### src/rtl/prog_loader_if.sv
// -----------------------------------------------------------------------------
// prog_loader_if
// Bundles the program stream, the instruction-memory write/address port and
// the CPU control lines that pass between a host (master) and prog_loader
// (slave).
//   start        host -> loader  one-cycle load request
//   in_valid/in_data/in_last/in_ready   program word stream
//   cpu_addr     CPU instruction address (used while the CPU runs)
//   mem_addr/mem_wdata/mem_we           instruction-memory port
//   cpu_reset_o  CPU reset, done = CPU running, error = overflow (sticky)
//   word_count   words written from the stream in the current/last load
// -----------------------------------------------------------------------------
interface prog_loader_if #(
    parameter int DATA_WIDTH = 8,
    parameter int ADDR_WIDTH = 4
);
    logic                  start;
    logic                  in_valid;
    logic [DATA_WIDTH-1:0] in_data;
    logic                  in_last;
    logic                  in_ready;
    logic [ADDR_WIDTH-1:0] cpu_addr;
    logic [ADDR_WIDTH-1:0] mem_addr;
    logic [DATA_WIDTH-1:0] mem_wdata;
    logic                  mem_we;
    logic                  cpu_reset_o;
    logic                  done;
    logic                  error;
    logic [ADDR_WIDTH:0]   word_count;

    modport master (
        output start, in_valid, in_data, in_last, cpu_addr,
        input  in_ready, mem_addr, mem_wdata, mem_we, cpu_reset_o, done,
               error, word_count
    );

    modport slave (
        input  start, in_valid, in_data, in_last, cpu_addr,
        output in_ready, mem_addr, mem_wdata, mem_we, cpu_reset_o, done,
               error, word_count
    );
endinterface

### src/rtl/prog_loader.sv
// -----------------------------------------------------------------------------
// prog_loader
// Streams a program into instruction memory while holding the CPU in reset,
// optionally zero-fills the rest of memory, waits RELEASE_DELAY cycles and
// then releases the CPU. While the CPU runs, the memory address follows the
// CPU; a start pulse in RUN reloads.
// Ports:
//   clk    single clock (loader, memory write port, CPU)
//   reset  synchronous, active-high
//   bus    prog_loader_if.slave (stream, memory port, CPU control, status)
// -----------------------------------------------------------------------------
module prog_loader #(
    parameter int DATA_WIDTH    = 8,
    parameter int ADDR_WIDTH    = 4,
    parameter int ZERO_FILL     = 1,
    parameter int RELEASE_DELAY = 2
) (
    input  logic         clk,
    input  logic         reset,
    prog_loader_if.slave bus
);
    typedef enum logic [2:0] {
        S_IDLE,
        S_LOAD,
        S_DRAIN,
        S_FILL,
        S_HOLD,
        S_RUN
    } state_t;

    localparam logic [ADDR_WIDTH-1:0] LAST_ADDR   = {ADDR_WIDTH{1'b1}};
    localparam logic [ADDR_WIDTH-1:0] ADDR_ONE    = {{(ADDR_WIDTH-1){1'b0}}, 1'b1};
    localparam logic [ADDR_WIDTH:0]   COUNT_ONE   = {{ADDR_WIDTH{1'b0}}, 1'b1};
    localparam logic [ADDR_WIDTH:0]   DEPTH_COUNT = {1'b1, {ADDR_WIDTH{1'b0}}};
    localparam logic [7:0]            DELAY_INIT  = 8'(RELEASE_DELAY);

    state_t                state_reg, state_next;
    logic [ADDR_WIDTH-1:0] load_addr_reg, load_addr_next;
    logic [ADDR_WIDTH:0]   word_count_reg, word_count_next;
    logic                  error_reg, error_next;
    logic [7:0]            delay_reg, delay_next;
    logic                  in_ready_c;
    logic                  accept;

    always_ff @(posedge clk) begin
        if (reset) begin
            state_reg      <= S_IDLE;
            load_addr_reg  <= '0;
            word_count_reg <= '0;
            error_reg      <= 1'b0;
            delay_reg      <= '0;
        end else begin
            state_reg      <= state_next;
            load_addr_reg  <= load_addr_next;
            word_count_reg <= word_count_next;
            error_reg      <= error_next;
            delay_reg      <= delay_next;
        end
    end

    // Handshake is gated by reset so a word presented during the reset cycle
    // is neither accepted nor written: reset aborts a load immediately.
    assign in_ready_c = ((state_reg == S_LOAD) || (state_reg == S_DRAIN)) && !reset;
    assign accept     = bus.in_valid && in_ready_c;

    always_comb begin
        state_next      = state_reg;
        load_addr_next  = load_addr_reg;
        word_count_next = word_count_reg;
        error_next      = error_reg;
        delay_next      = delay_reg;

        case (state_reg)
            S_IDLE, S_RUN: begin
                if (bus.start) begin
                    state_next      = S_LOAD;
                    load_addr_next  = '0;
                    word_count_next = '0;
                    error_next      = 1'b0;
                end
            end
            S_LOAD: begin
                if (accept) begin
                    if (word_count_reg != DEPTH_COUNT) begin
                        word_count_next = word_count_reg + COUNT_ONE;
                    end
                    if (bus.in_last) begin
                        if ((ZERO_FILL == 1) && (load_addr_reg != LAST_ADDR)) begin
                            // FILL starts at the address after the last word
                            state_next     = S_FILL;
                            load_addr_next = load_addr_reg + ADDR_ONE;
                        end else begin
                            state_next = S_HOLD;
                            delay_next = DELAY_INIT;
                        end
                    end else if (load_addr_reg == LAST_ADDR) begin
                        // Memory full but the stream continues: flag and
                        // swallow the rest without wrapping the address.
                        state_next = S_DRAIN;
                        error_next = 1'b1;
                    end else begin
                        load_addr_next = load_addr_reg + ADDR_ONE;
                    end
                end
            end
            S_DRAIN: begin
                if (accept && bus.in_last) begin
                    state_next = S_HOLD;
                    delay_next = DELAY_INIT;
                end
            end
            S_FILL: begin
                if (load_addr_reg == LAST_ADDR) begin
                    state_next = S_HOLD;
                    delay_next = DELAY_INIT;
                end else begin
                    load_addr_next = load_addr_reg + ADDR_ONE;
                end
            end
            S_HOLD: begin
                // Counter is loaded on entry; the cycle that sees 1 is the
                // last HOLD cycle, giving exactly RELEASE_DELAY cycles.
                if (delay_reg <= 8'd1) begin
                    state_next = S_RUN;
                    delay_next = '0;
                end else begin
                    delay_next = delay_reg - 8'd1;
                end
            end
            default: begin
                state_next = S_IDLE;
            end
        endcase
    end

    assign bus.in_ready    = in_ready_c;
    assign bus.mem_addr    = (state_reg == S_RUN) ? bus.cpu_addr : load_addr_reg;
    assign bus.mem_wdata   = (state_reg == S_LOAD) ? bus.in_data : '0;
    assign bus.mem_we      = ((state_reg == S_LOAD) && accept) ||
                             ((state_reg == S_FILL) && !reset);
    assign bus.cpu_reset_o = (state_reg != S_RUN);
    assign bus.done        = (state_reg == S_RUN);
    assign bus.error       = error_reg;
    assign bus.word_count  = word_count_reg;

endmodule

### src/flat_wrapper.sv
// flat-port wrapper written by rule: the top's interface ports become plain ports
module prog_loader_flat 
#(
    parameter int DATA_WIDTH    = 8,
    parameter int ADDR_WIDTH    = 4,
    parameter int ZERO_FILL     = 1,
    parameter int RELEASE_DELAY = 2
)
  (clk, reset, bus_start, bus_in_valid, bus_in_data, bus_in_last, bus_cpu_addr, bus_in_ready, bus_mem_addr, bus_mem_wdata, bus_mem_we, bus_cpu_reset_o, bus_done, bus_error, bus_word_count);
  prog_loader_if #(.DATA_WIDTH(DATA_WIDTH), .ADDR_WIDTH(ADDR_WIDTH)) bus_i ();
  input  logic clk;
  input  logic reset;
  input wire logic [$bits(bus_i.start)-1:0] bus_start;
  input wire logic [$bits(bus_i.in_valid)-1:0] bus_in_valid;
  input wire logic [$bits(bus_i.in_data)-1:0] bus_in_data;
  input wire logic [$bits(bus_i.in_last)-1:0] bus_in_last;
  input wire logic [$bits(bus_i.cpu_addr)-1:0] bus_cpu_addr;
  output wire logic [$bits(bus_i.in_ready)-1:0] bus_in_ready;
  output wire logic [$bits(bus_i.mem_addr)-1:0] bus_mem_addr;
  output wire logic [$bits(bus_i.mem_wdata)-1:0] bus_mem_wdata;
  output wire logic [$bits(bus_i.mem_we)-1:0] bus_mem_we;
  output wire logic [$bits(bus_i.cpu_reset_o)-1:0] bus_cpu_reset_o;
  output wire logic [$bits(bus_i.done)-1:0] bus_done;
  output wire logic [$bits(bus_i.error)-1:0] bus_error;
  output wire logic [$bits(bus_i.word_count)-1:0] bus_word_count;
  assign bus_i.start = bus_start;
  assign bus_i.in_valid = bus_in_valid;
  assign bus_i.in_data = bus_in_data;
  assign bus_i.in_last = bus_in_last;
  assign bus_i.cpu_addr = bus_cpu_addr;
  assign bus_in_ready = bus_i.in_ready;
  assign bus_mem_addr = bus_i.mem_addr;
  assign bus_mem_wdata = bus_i.mem_wdata;
  assign bus_mem_we = bus_i.mem_we;
  assign bus_cpu_reset_o = bus_i.cpu_reset_o;
  assign bus_done = bus_i.done;
  assign bus_error = bus_i.error;
  assign bus_word_count = bus_i.word_count;
  prog_loader #(.DATA_WIDTH(DATA_WIDTH), .ADDR_WIDTH(ADDR_WIDTH), .ZERO_FILL(ZERO_FILL), .RELEASE_DELAY(RELEASE_DELAY)) u_core (.clk(clk), .reset(reset), .bus(bus_i));
endmodule
### config.mk
export PLATFORM = sky130hd
export DESIGN_NAME = prog_loader_flat
export DESIGN_NICKNAME = d
export VERILOG_FILES = /design/src/rtl/prog_loader_if.sv /design/src/rtl/prog_loader.sv /design/src/flat_wrapper.sv
export SDC_FILE = /design/constraint.sdc
export NUM_CORES = 1
export LEC_CHECK = 0
export ABC_AREA = 1
export BUFFER_PORTS_ARGS = -buffer_cell sky130_fd_sc_hd__buf_4
export CAP_MARGIN = 20
export CORE_ASPECT_RATIO = 1.2
export CORE_MARGIN = 8
export CORE_UTILIZATION = 47
export DETAILED_ROUTE_END_ITERATION = 10
export GPL_ROUTABILITY_DRIVEN = 0
export PLACE_DENSITY = 0.72
export SETUP_SLACK_MARGIN = 0.2
export SLEW_MARGIN = 20
export SYNTH_ARGS = -nofsm -noshare
export SYNTH_HDL_FRONTEND = slang
export SYNTH_SLANG_ARGS = --single-unit
### constraint.sdc
create_clock -name clk -period 1.9 [get_ports clk]
set_input_delay 0.19 -clock clk [delete_from_list [all_inputs] [get_ports clk]]
set_output_delay 0.19 -clock clk [all_outputs]
set_load 0.01 [all_outputs]
After elaboration in Yosys (flattened, before gate mapping)
Cells that the tools add are included.

word-level totals
  flip-flop bits (word level) = 21

cells by class
  add/sub/neg operators = 3
  order comparisons = 1
  eq/ne operators = 21
  multiplexer cells = 33
  reduce and logical (&&, ||, !) cells = 18

operator list
  cell                                                                     count
  8-bit 2-to-1 mux                                                         7
  8-bit one-hot mux with 4 select lines                                    1
  3-bit 2-to-1 mux                                                         8
  4-bit 2-to-1 mux                                                         6
  5-bit 2-to-1 mux                                                         3
  3-bit one-hot mux with 5 select lines                                    1
  4-bit one-hot mux with 3 select lines                                    1
  6-bit AND reduction                                                      2
  2-bit by 1-bit inequality test with 1-bit output, second input constant  5
  2-bit inequality test, second input constant                             5
  5-bit one-hot mux with 2 select lines                                    1
  8-bit by 1-bit <= comparator with 1-bit output, second input constant    1
  4-bit AND reduction                                                      2
  8-bit by 1-bit subtractor with 8-bit output, second input constant       1
  3-bit by 2-bit == test with 1-bit output, second input constant          2
  3-bit == test, second input constant                                     2
  3-bit by 2-bit inequality test with 1-bit output, second input constant  2
  5-bit by 1-bit adder with 5-bit output, second input constant            1
  1-bit logical AND                                                        5
  5-bit inequality test, second input constant                             1
  5-bit AND reduction                                                      1
  4-bit by 1-bit adder with 4-bit output, second input constant            1
  4-bit == test, second input constant                                     1
  1-bit 2-to-1 mux                                                         4
  11 further kinds                                                         12

Longest topological paths before layout
Gate-level depths: netlist of run 1.

  word-level depth = 7
  mapped depth = 11
  depth with buffers taken out = 11

Least setup slack after synthesis of run 1
Ideal clock, no wire load.

  kind = register -> register
  from = register u_core.load_addr_reg[0]
  to = register u_core.delay_reg[0]
  setup time = 132 ps
  arrival = 1357 ps
  required time = 1768 ps
  setup slack = 410 ps
  cell stages (with the launch flop) = 9
  buffers on the path = 0
  path through = dfxtp_1 ha_1 nand3_2 clkinv_1 nand3_2 nand2_1 nand3_2 nand2_1 a21oi_1

on the way
  longest elaborated chain between the ends = 3
  elaborated cells on any way between the ends = 5
  those cells by class = eq/ne (4); reduce/logical (1)

ends and longest elaborated chain
  element                                                                                                     line                                   RTL
  start, declared                                                                                             prog_loader.sv:38                      logic [ADDR_WIDTH-1:0] load_addr_reg, load_addr_next;
  start signal, assigned                                                                                      prog_loader.sv:54                      load_addr_reg <= load_addr_next;
  4-bit inequality test or 4-bit == test (tied branches)                                                      prog_loader.sv:88, prog_loader.sv:113
  2-bit inequality test (no source line) or 2-bit by 1-bit inequality test with 1-bit output (tied branches)  --
  6-bit AND reduction (no source line) *                                                                      --
  end signal, assigned                                                                                        prog_loader.sv:57                      delay_reg <= delay_next;
  end, declared                                                                                               prog_loader.sv:41                      logic [7:0] delay_reg, delay_next;

Every way passes the cells marked *; elsewhere a longest branch is shown, timed or not.
A chain may end at the register's enable or synchronous reset.

Worst setup path in the final report of run 1
  from = register u_core.load_addr_reg[1]
  to = register u_core.delay_reg[4]

Same word-level chain as after synthesis.

==> reports/metrics.csv, run 1 <==
stage,metric,value,unit
synthesis,top post-synthesis cells by count,"nand2_1, inv_1, nor2_1, dfxtp_1, a21oi_1",
sta,RSZ-0062 raised after global routing,yes,
global_route,pin count of the biggest net entering global routing,17,
cts,clk_lat worst skew,0.26,ns
floorplanning,Die Span Y,79.9,microns
drt,DRC viols,0,
global_route,total track usage,13.3,%
sta,worst-margin pin slew,0.294,ns
place,post-DP HPWL,3120,microns
synthesis,Netlist Area Pre-Place,1600,sq um
floorplanning,io pins,39,
layout,Area growth syn-to-layout,27.0,%
synthesis,share of the synthesized area in the top cell type,26.3,%
synthesis,Post-synth ARST share,0,%
cts,H-tree levels,1,
layout,final core occ,61.4,%
synthesis,post-synthesis net count,272,
drt,WL met2,2060,microns
cts,CTS tree,done,
critical_path,Critical Path AT,1.74,ns
sta,Setup TNS Final,0,ns
global_route,initial antenna violation count,0,
cts,"Hold-fix buffers, CTS",0,
layout,fin nets,317,
global_route,GRT Residual Overflow,0,
sta,Slew HR,80.4,%
drt,Final ANT Viol Nets,0,
synthesis,most frequent cell after synthesis,nand2_1,
synthesis,"Seq/Total Area, Yosys",26.3,%
critical_path,Crit. End Element,flop,
cts,clk slew on worst S/H paths,0.08,ns
critical_path,Startpoint Class,flop,
run,Max-cap violations,0,
floorplanning,Core ar.,3310,sq um
synthesis,Unique masters post-synth,33,
synthesis,synth top area cells,"dfxtp_1, nand2_1, inv_1",
synthesis,"Primary FF master, synth",dfxtp_1,
synthesis,#FFs+latches synth,21,
global_route,vias in the first global route,1444,
cts,CTS Buf Count,3,
layout,number of flip-flops in the largest register,8,
drt,Met3 Wirelength,109,microns
sta,Final Hold Slack,0.217,ns
run_status,status,"finished, final reports clean",
synthesis,cell count after synthesis,250,
floorplanning,starting density of the core,48.4,%
drt,WL/cell,12.1,microns
power,leak pwr,0.983,nW
synthesis,Syn. warnings,0,
floorplanning,die width,69.3,microns
drt,initial DRC count,88,
power,Peak supply drop,0.915,mV
synthesis,Synth area leader,dfxtp_1,
sta,Fin. Hold Viols,0,
sta,min cycle time layout,1.59,ns
drt,router iterations before antenna repair,4,
layout,layout cells sized above 1,28.2,%
global_route,global-route wire length before repair,6270,microns
sta,skew final,0.00435,ns
synthesis,Avg Inst Size Synth,6.41,sq um
drt,drt total wl,3990,microns
sta,Final period util,83.4,%
drt,Max Used Layer,met4,
critical_path,Crit Path Max Fanout,8,
place,number of port buffers,38,
cts,clk root buf,clkbuf_8,
layout,ANT cells,0,
sta,FMAX,0.631,GHz
sta,# setup viols final,0,
drt,met1 wire length,1790,microns
drt,vias,1671,
critical_path,Crit Path Category,reg2reg,
worst_hold_path,worst min path class,in2reg,
floorplanning,die area,5540,sq um
cts,Max Root-Sink Buffers,2,
power,PwrDens,1410,nW/um^2
synthesis,Post-synth EDFFs,0,
floorplanning,# rows,23,
sta,Slew Limit Fails,0,
critical_path,Critical Path RT,2.06,ns
drt,Vias/cell,5.05,
cts,clock sinks,21,
## layer usage
| layer | vias up | global-route usage (%) |
|---|---|---|
| met3 | 4 | 1.99 |
| met1 | 748 | 15.1 |
| met5 | - | 0 |
| met2 | 25 | 24.2 |
| met4 | 0 | 5.54 |
| li1 | 894 | - |
## final timing paths
check | startpoint | endpoint | slack [ns] | cells after the start
max | u_core.load_addr_reg[1] | u_core.delay_reg[4] | 0.31 | 8
min | reset | u_core.delay_reg[7] | 0.22 | 2
max reg2reg | u_core.load_addr_reg[1] | u_core.delay_reg[4] | 0.31 | 8
min reg2reg | u_core.bus.error | u_core.bus.error | 0.48 | 2
## placed cells by master (no fill, tap or decap), types with 2 or more instances in the layout
cell      Yosys  final
nand3_1      16     16
nor2_2        3      4
ha_1          5      4
nand4_1       7      7
a21oi_1      17     17
o21ai_0      14     14
o21ai_1       7      7
buf_4         2     44
nand2_1      55     54
nand2_2       2      3
inv_2         7      8
inv_1        32     32
nand3_2       5      3
nand3_4       2      4
dfxtp_1      21     19
nor2_4        2      2
dfxtp_2       0      2
clkbuf_8      0      3
nor2_1       32     31
xor2_1        6      6
## per-stage QoR
| stage | area [sq um] | cells | power (W) | worst slack (ns) |
|---|---|---|---|---|
| 2_1_floorplan | 1600 | 250 | 0.00199 | 0.410 |
| 3_3_place_gp | 1930 | 323 | 0.00247 | 0.267 |
| 5_1_grt | 2030 | 331 | 0.00315 | 0.170 |
| 4_1_cts | 1980 | 327 | 0.00281 | 0.204 |
| 6_report | 2030 | 331 | 0.00287 | 0.315 |
| 3_5_place_dp | 1930 | 323 | 0.00249 | 0.218 |
## power breakdown
part,switching [W],internal (W)
Combinational,0.00112,0.000745
Clock,0.000156,0.000146
Sequential,0.000141,0.000563
## critical path, cell delays in order (launching register included)
cell     delay, ns
dfxtp_1       0.40
ha_1          0.26
nand3_4       0.14
inv_2         0.13
nand3_2       0.12
nand2_1       0.14
nand3_4       0.14
nand2_1       0.10
a21oi_1       0.06
## cell type report
| type | instances | area [sq um] |
|---|---|---|
| Multi-Input combinational cell | 184 | 1030 |
| Sequential cell | 21 | 423 |
| Clock buffer | 3 | 41.3 |
| Fill cell | 310 | 1280 |
| Tap cell | 37 | 46.3 |
| Timing Repair Buffer | 44 | 330 |
| Inverter | 41 | 156 |
| Clock inverter | 1 | 5.00 |
## what timing repair did
item | CTS | global route
pin swaps | 0 | 2
resized for setup | 1 | 8
hold endpoints to repair | 0 | 0
buffers inserted | 0 | 4
endpoints found under the setup margin | 5 | 16
## cell families (layout without fill, tap and decap cells)
family,Yosys count,after routing,share of synthesized area (%)
and+or+nand+nor,130,130,40.5
DFF,21,21,26.2
buffers and inverters,45,89,11.2
AOI/OAI and AO/OA,43,43,14.8
xor gates and xnor gates,6,6,3.28
adders and majority gates,5,5,3.91
(Power assumes the default switching activity.)
==> run 2: changes to the inputs <==
ABC_AREA = 0   (was 1)
PLACE_DENSITY = 0.75   (was 0.72)
clock period = 1.4 ns   (was 1.9 ns; I/O delays follow)
==> reports/metrics.csv, run 2 <==
stage,metric,value,unit
run_status,status,did not finish,
run_status,Exit stage,5_1_grt,
run_status,Err,"[ERROR DPL-0038] Utilization greater than 100%, impossible to legalize",
synthesis,synth top area cells,"dfxtp_1, ha_1, mux2_2",
place,Placed Instances,304,
synthesis,top post-synthesis cells by count,"dfxtp_1, inv_1, nand2_1, nor2_1",
floorplanning,starting density of the core,49.1,%
synthesis,Post-synth EDFFs,0,
cts,Max Root-Sink Buffers,2,
place,placed cell area,2340,sq um
place,post-DP HPWL,4200,microns
synthesis,"Seq/Total Area, Yosys",27.7,%
synthesis,share of the synthesized area in the top cell type,27.7,%
synthesis,Synth area leader,dfxtp_1,
synthesis,#FFs+latches synth,21,
synthesis,Netlist Area Pre-Place,1520,sq um
place,number of port buffers,38,
synthesis,"Primary FF master, synth",dfxtp_1,
synthesis,Syn. warnings,0,
synthesis,Avg Inst Size Synth,8.10,sq um
synthesis,Unique masters post-synth,54,
floorplanning,Die Span Y,78.2,microns
cts,clock sinks,21,
sta,worst-path endpoint category,register data pin,
synthesis,Post-synth ARST share,0,%
cts,CTS Buf Count,3,
synthesis,most frequent cell after synthesis,dfxtp_1,
floorplanning,# rows,22,
floorplanning,die width,67.8,microns
cts,"Hold-fix buffers, CTS",0,
cts,H-tree levels,1,
synthesis,post-synthesis net count,209,
cts,clk root buf,clkbuf_4,
global_route,pin count of the biggest net entering global routing,19,
sta,GRT worst endpoint,u_core.state_reg[2]$_SDFFE_PP0P_/D,
synthesis,cell count after synthesis,187,
floorplanning,io pins,39,
[run 2: logic make-up after synthesis]
group                    synth area share (%)
XOR/XNOR                                 1.16
multiplexers                             4.38
AO/OA/AOI/OAI                            27.6
adder cells (fa/ha/maj)                  4.13
buffers and inverters                    6.44
flip-flops                               27.7
AND/OR/NAND/NOR                          28.6
[run 2: timing repair]
| item | in CTS |
|---|---|
| buffers inserted | 21 |
| pin swaps | 37 |
| gates cloned | 1 |
| endpoints found under the setup margin | 37 |
| gates resized for setup | 82 |
[run 2: through the flow]
step	worst slack (ns)	hold WS, ns	TNS [ns]
floorplan	-0.247	0.297	-1.72
global placement	-0.286	0.394	-4.04
detailed placement	-0.492	0.413	-5.92
CTS	-0.407	0.0509	-10.82
==> run 3: changes to the inputs <==
CORE_ASPECT_RATIO = unset   (was 1.2)
CORE_UTILIZATION = 32   (was 47)
PLACE_DENSITY = unset   (was 0.75)
PLACE_DENSITY_LB_ADDON = 0.15   (was unset)
SETUP_SLACK_MARGIN = unset   (was 0.2)
clock period = 1.8 ns   (was 1.4 ns; I/O delays follow)
==> reports/metrics.csv, run 3 <==
stage,metric,value,unit
critical_path,CP max stage cell,or3b_4,
global_route,M2 GR Usage,20.8,%
synthesis,#FFs+latches synth,21,
run,Max-cap violations,0,
layout,"commonest non-fill, non-tap cell in the layout",buf_4,
floorplanning,die width,84.8,microns
drt,Vias/cell,5.56,
critical_path,Crit path max-delay family,simple AND/OR/NAND/NOR gates,
floorplanning,die area,7190,sq um
sta,Slew HR,73.0,%
layout,final core occ,46.5,%
power,PwrDens,966,nW/um^2
sta,Slew Limit Fails,0,
sta,min cycle time layout,1.77,ns
cts,CTS Buf Count,3,
place,number of port buffers,38,
sta,skew final,0.00755,ns
synthesis,Synth area leader,dfxtp_1,
critical_path,Startpoint Class,flop,
drt,drt total wl,4490,microns
global_route,global-route wire length before repair,7400,microns
cts,clk root buf,clkbuf_8,
sta,Final period util,98.4,%
critical_path,Crit. End Element,flop,
layout,most frequent cells in the layout,"buf_4, dfxtp_1, inv_1",
worst_hold_path,hold path startpoint,reset,
cts,H-tree levels,1,
cts,buffers inserted during post-CTS setup optimization,0,
floorplanning,io pins,39,
global_route,global routing usage on met3,2.99,%
power,Peak supply drop,0.334,mV
layout,Area growth syn-to-layout,41.9,%
synthesis,Syn. warnings,0,
synthesis,Post-synth ARST share,0,%
drt,WL/cell,14.8,microns
layout,fin nets,273,
critical_path,worst r2r path cells,4,
layout,layout cells sized above 1,38.4,%
place,pre-CTS setup slack,0.00786,ns
cts,CTS tree,done,
cts,clk_lat worst skew,0.27,ns
sta,worst-margin pin slew,0.400,ns
critical_path,Critical Path RT,2.00,ns
global_route,GRT Residual Overflow,0,
synthesis,Netlist Area Pre-Place,1520,sq um
cts,Max Root-Sink Buffers,2,
critical_path,Crit Path Max Fanout,3,
critical_path,cells along the critical path,or3b_4 > or3b_1 > or4_1 > a21oi_1,
power,total power,0.00208,W
synthesis,top post-synthesis cells by count,"dfxtp_1, inv_1, nand2_1, nor2_1",
layout,Finished Cell Area,2150,sq um
run_status,status,"finished, final reports clean",
cts,clock sinks,21,
layout,ANT cells,0,
layout,Finished Layout Cells,304,
synthesis,Unique masters post-synth,54,
sta,final worst slack,0.0284,ns
worst_hold_path,hold depth,2,
synthesis,"Seq/Total Area, Yosys",27.7,%
critical_path,Worst path depth,4,
drt,router iterations before antenna repair,4,
cts,clk slew on worst S/H paths,0.09,ns
floorplanning,Die Span Y,84.8,microns
synthesis,share of the synthesized area in the top cell type,27.7,%
drt,Final ANT Viol Nets,0,
critical_path,Crit Path Category,reg2reg,
global_route,GR met1 Demand/Resource,15.1,%
critical_path,Critical Path AT,1.97,ns
global_route,pin count of the biggest net entering global routing,14,
synthesis,post-synthesis net count,209,
floorplanning,# rows,25,
drt,initial DRC count,81,
global_route,total track usage,12.3,%
synthesis,cell count after synthesis,187,
critical_path,Crit. Startpoint,u_core.state_reg[0],
sta,RSZ-0062 raised after global routing,yes,
synthesis,Avg Inst Size Synth,8.10,sq um
synthesis,"Primary FF master, synth",dfxtp_1,
place,post-DP HPWL,3550,microns
drt,vias,1691,
sta,# setup viols final,0,
floorplanning,starting density of the core,32.7,%
critical_path,"Largest stage delay, worst path",0.40,ns
cts,"Hold-fix buffers, CTS",0,
place,Placed Instances,300,
worst_hold_path,worst min path class,in2reg,
drt,DRC viols,0,
synthesis,Post-synth EDFFs,0,
global_route,gr busiest metal,met2,
synthesis,most frequent cell after synthesis,dfxtp_1,
place,placed cell area,2060,sq um
floorplanning,Core ar.,4630,sq um
power,leak pwr,0.933,nW
layout,number of flip-flops in the largest register,8,
global_route,vias in the first global route,1624,
critical_path,WP buf/inv,0,
sta,Fin. Hold Viols,0,
synthesis,synth top area cells,"dfxtp_1, ha_1, mux2_2",
global_route,initial antenna violation count,0,
sta,FMAX,0.564,GHz
critical_path,Crit Reg-Reg Startpoint,u_core.state_reg[0],
run 3: final timing paths:
check	end	slack [ns]
worst max-delay path	u_core.delay_reg[7]	0.03
worst min-delay path	u_core.state_reg[1]	0.16
worst max register to register	u_core.delay_reg[7]	0.03
worst min register to register	u_core.bus.error	0.50
run 3: per-stage QoR:
| step | hold WS (ns) | TNS, ns |
|---|---|---|
| 6_report | 0.160 | 0 |
| 3_3_place_gp | 0.455 | 0 |
| 2_1_floorplan | 0.348 | 0 |
| 3_5_place_dp | 0.456 | 0 |
| 5_1_grt | 0.184 | -0.239 |
| 4_1_cts | 0.160 | 0 |
run 3: cells by family (layout without fill, tap and decap cells):
| kind of cell | count (synthesis) | count (layout) | synth area share, % |
|---|---|---|---|
| muxes | 6 | 6 | 4.38 |
| xor gates and xnor gates | 2 | 2 | 1.16 |
| adders and majority gates | 5 | 5 | 4.13 |
| and+or+nand+nor | 72 | 72 | 28.6 |
| AOI/OAI and AO/OA | 56 | 56 | 27.6 |
| DFF | 21 | 21 | 27.7 |
| buffers and inverters | 25 | 88 | 6.44 |
run 3: routing by layer:
layer / up-vias / share of wire [%]
li1: 851 / -
met1: 795 / 47
met2: 41 / 46
met3: 4 / 6.3
met4: 0 / 0.98
met5: - / 0
run 3: power breakdown:
group          internal (W)  leakage [nW]  switching (W)  total [W]
clock              0.000155        0.0255       0.000175   0.000330
combinational      0.000604         0.737       0.000593    0.00120
sequential         0.000513         0.171      0.0000371   0.000550
run 3: what timing repair did:
item	in CTS	in global routing
pin swaps	0	4
endpoints found under the setup margin	6	18
resized for setup	2	11
run 3: area by class of cell:
type	count	area [sq um]
clock buffer	3	41.3
multi-input combinational	141	1030
timing repair buffer	70	529
tap	54	67.6
sequential	21	423
inverter	14	52.6
fill	459	2480
clock inverter	1	5.00
==> run 4: changes to the inputs <==
CTS_BUF_LIST = sky130_fd_sc_hd__clkbuf_16   (was unset)
==> reports/metrics.csv, run 4 (same netlist as run 3, synthesis figures left out) <==
stage,metric,value,unit
run_status,status,"finished, final reports clean",
sta,min cycle time layout,1.76,ns
sta,Slew Limit Fails,0,
floorplanning,die area,7190,sq um
critical_path,CP max stage cell,or3b_1,
sta,Final period util,97.9,%
power,Clock Power Share,22.2,%
power,switching power,0.000823,W
critical_path,cells along the critical path,buf_4 > nor4_2 > or3b_1 > or4_1 > a21oi_1,
global_route,total track usage,12.5,%
cts,CTS tree,done,
global_route,global-route wire length before repair,7450,microns
layout,final core occ,46.9,%
power,Internal,0.00140,W
power,combinational share of power,53.1,%
drt,Final ANT Viol Nets,0,
cts,H-tree levels,1,
power,leak pwr,0.945,nW
layout,"commonest non-fill, non-tap cell in the layout",buf_4,
place,number of port buffers,38,
power,Peak supply drop,0.388,mV
global_route,initial antenna violation count,0,
layout,Area growth syn-to-layout,43.4,%
drt,DRC viols,0,
cts,buffers inserted during post-CTS setup optimization,0,
critical_path,Crit Path Max Fanout,5,
sta,Fin. Hold Viols,0,
floorplanning,io pins,39,
layout,Finished Layout Cells,304,
cts,CTS Buf Count,3,
drt,vias,1697,
global_route,GRT Residual Overflow,0,
layout,most frequent cells in the layout,"buf_4, dfxtp_1, inv_1",
layout,fin nets,273,
critical_path,Crit Path Category,reg2reg,
cts,clk slew on worst S/H paths,0.06,ns
floorplanning,Core ar.,4630,sq um
drt,drt total wl,4510,microns
floorplanning,die width,84.8,microns
place,Placed Instances,300,
drt,initial DRC count,51,
layout,number of flip-flops in the largest register,8,
critical_path,Crit path max-delay family,simple AND/OR/NAND/NOR gates,
worst_hold_path,worst min path class,in2reg,
cts,clk root buf,clkbuf_16,
drt,Vias/cell,5.58,
floorplanning,Die Span Y,84.8,microns
critical_path,Critical Path RT,1.99,ns
cts,Max Root-Sink Buffers,2,
sta,worst-margin pin slew,0.400,ns
critical_path,Startpoint Class,flop,
critical_path,WP buf/inv,1,
cts,clock sinks,21,
place,post-DP HPWL,3550,microns
drt,WL/cell,14.8,microns
critical_path,Crit. End Element,flop,
layout,ANT cells,0,
critical_path,Critical Path AT,1.95,ns
sta,skew final,0.00412,ns
floorplanning,# rows,25,
sta,RSZ-0062 raised after global routing,yes,
critical_path,"Largest stage delay, worst path",0.40,ns
global_route,pin count of the biggest net entering global routing,14,
sta,FMAX,0.567,GHz
drt,router iterations before antenna repair,4,
sta,# setup viols final,0,
layout,layout cells sized above 1,38.0,%
sta,Slew HR,73.0,%
run,Max-cap violations,0,
power,Reg power frac,24.7,%
power,PwrDens,1020,nW/um^2
global_route,vias in the first global route,1623,
floorplanning,starting density of the core,32.7,%
power,Switching Share,37.0,%
cts,clk_lat worst skew,0.26,ns
cts,"Hold-fix buffers, CTS",0,
## run 4: cell type report
type	instances	area (sq um)
tap	54	67.6
fill	458	2460
clock buffer	3	75.1
timing repair buffer	70	526
inverter	14	52.6
multi-input combinational	141	1020
sequential	21	423
clock inverter	1	5.00
## run 4: final timing paths
path / endpoint / cells after the start / from / slack [ns]
max: u_core.delay_reg[7] / 5 / u_core.delay_reg[2] / 0.04
min: u_core.state_reg[1] / 2 / reset / 0.18
max reg2reg: u_core.delay_reg[7] / 5 / u_core.delay_reg[2] / 0.04
min reg2reg: u_core.bus.error / 2 / u_core.bus.error / 0.50
## run 4: routing by layer
layer / share of wire (%) / GRT usage [%]
met1: 47 / 15.2
met2: 45 / 20.7
met3: 6.5 / 3.28
met4: 1.2 / 4.37
met5: 0 / 0
## run 4: stage by stage
stage          hold WS (ns)  cell area, sq um  power (W)  worst slack (ns)  TNS (ns)
2_1_floorplan         0.348              1520    0.00122            0.0594         0
3_3_place_gp          0.455              2060    0.00172            0.0296         0
3_5_place_dp          0.456              2060    0.00172           0.00786         0
4_1_cts               0.179              2150    0.00221           0.00560         0
5_1_grt               0.205              2170    0.00238           -0.0619    -0.211
6_report              0.178              2170    0.00222            0.0371         0
## run 4: repair_timing
item | 4_1_cts | 5_1_grt
pin swaps | 0 | 4
gates cloned | 0 | 0
resized for setup | 1 | 9
setup endpoints to repair | 1 | 23
endpoints found under the hold margin | 0 | 0
## run 4: power groups by stage
stage / logic (W) / registers, W / clock network, W
2_1_floorplan: 0.000654 / 0.000567 / 0
3_3_place_gp: 0.00116 / 0.000557 / 0
3_5_place_dp: 0.00116 / 0.000558 / 0
4_1_cts: 0.00116 / 0.000547 / 0.000504
5_1_grt: 0.00130 / 0.000556 / 0.000527
6_report: 0.00118 / 0.000549 / 0.000495
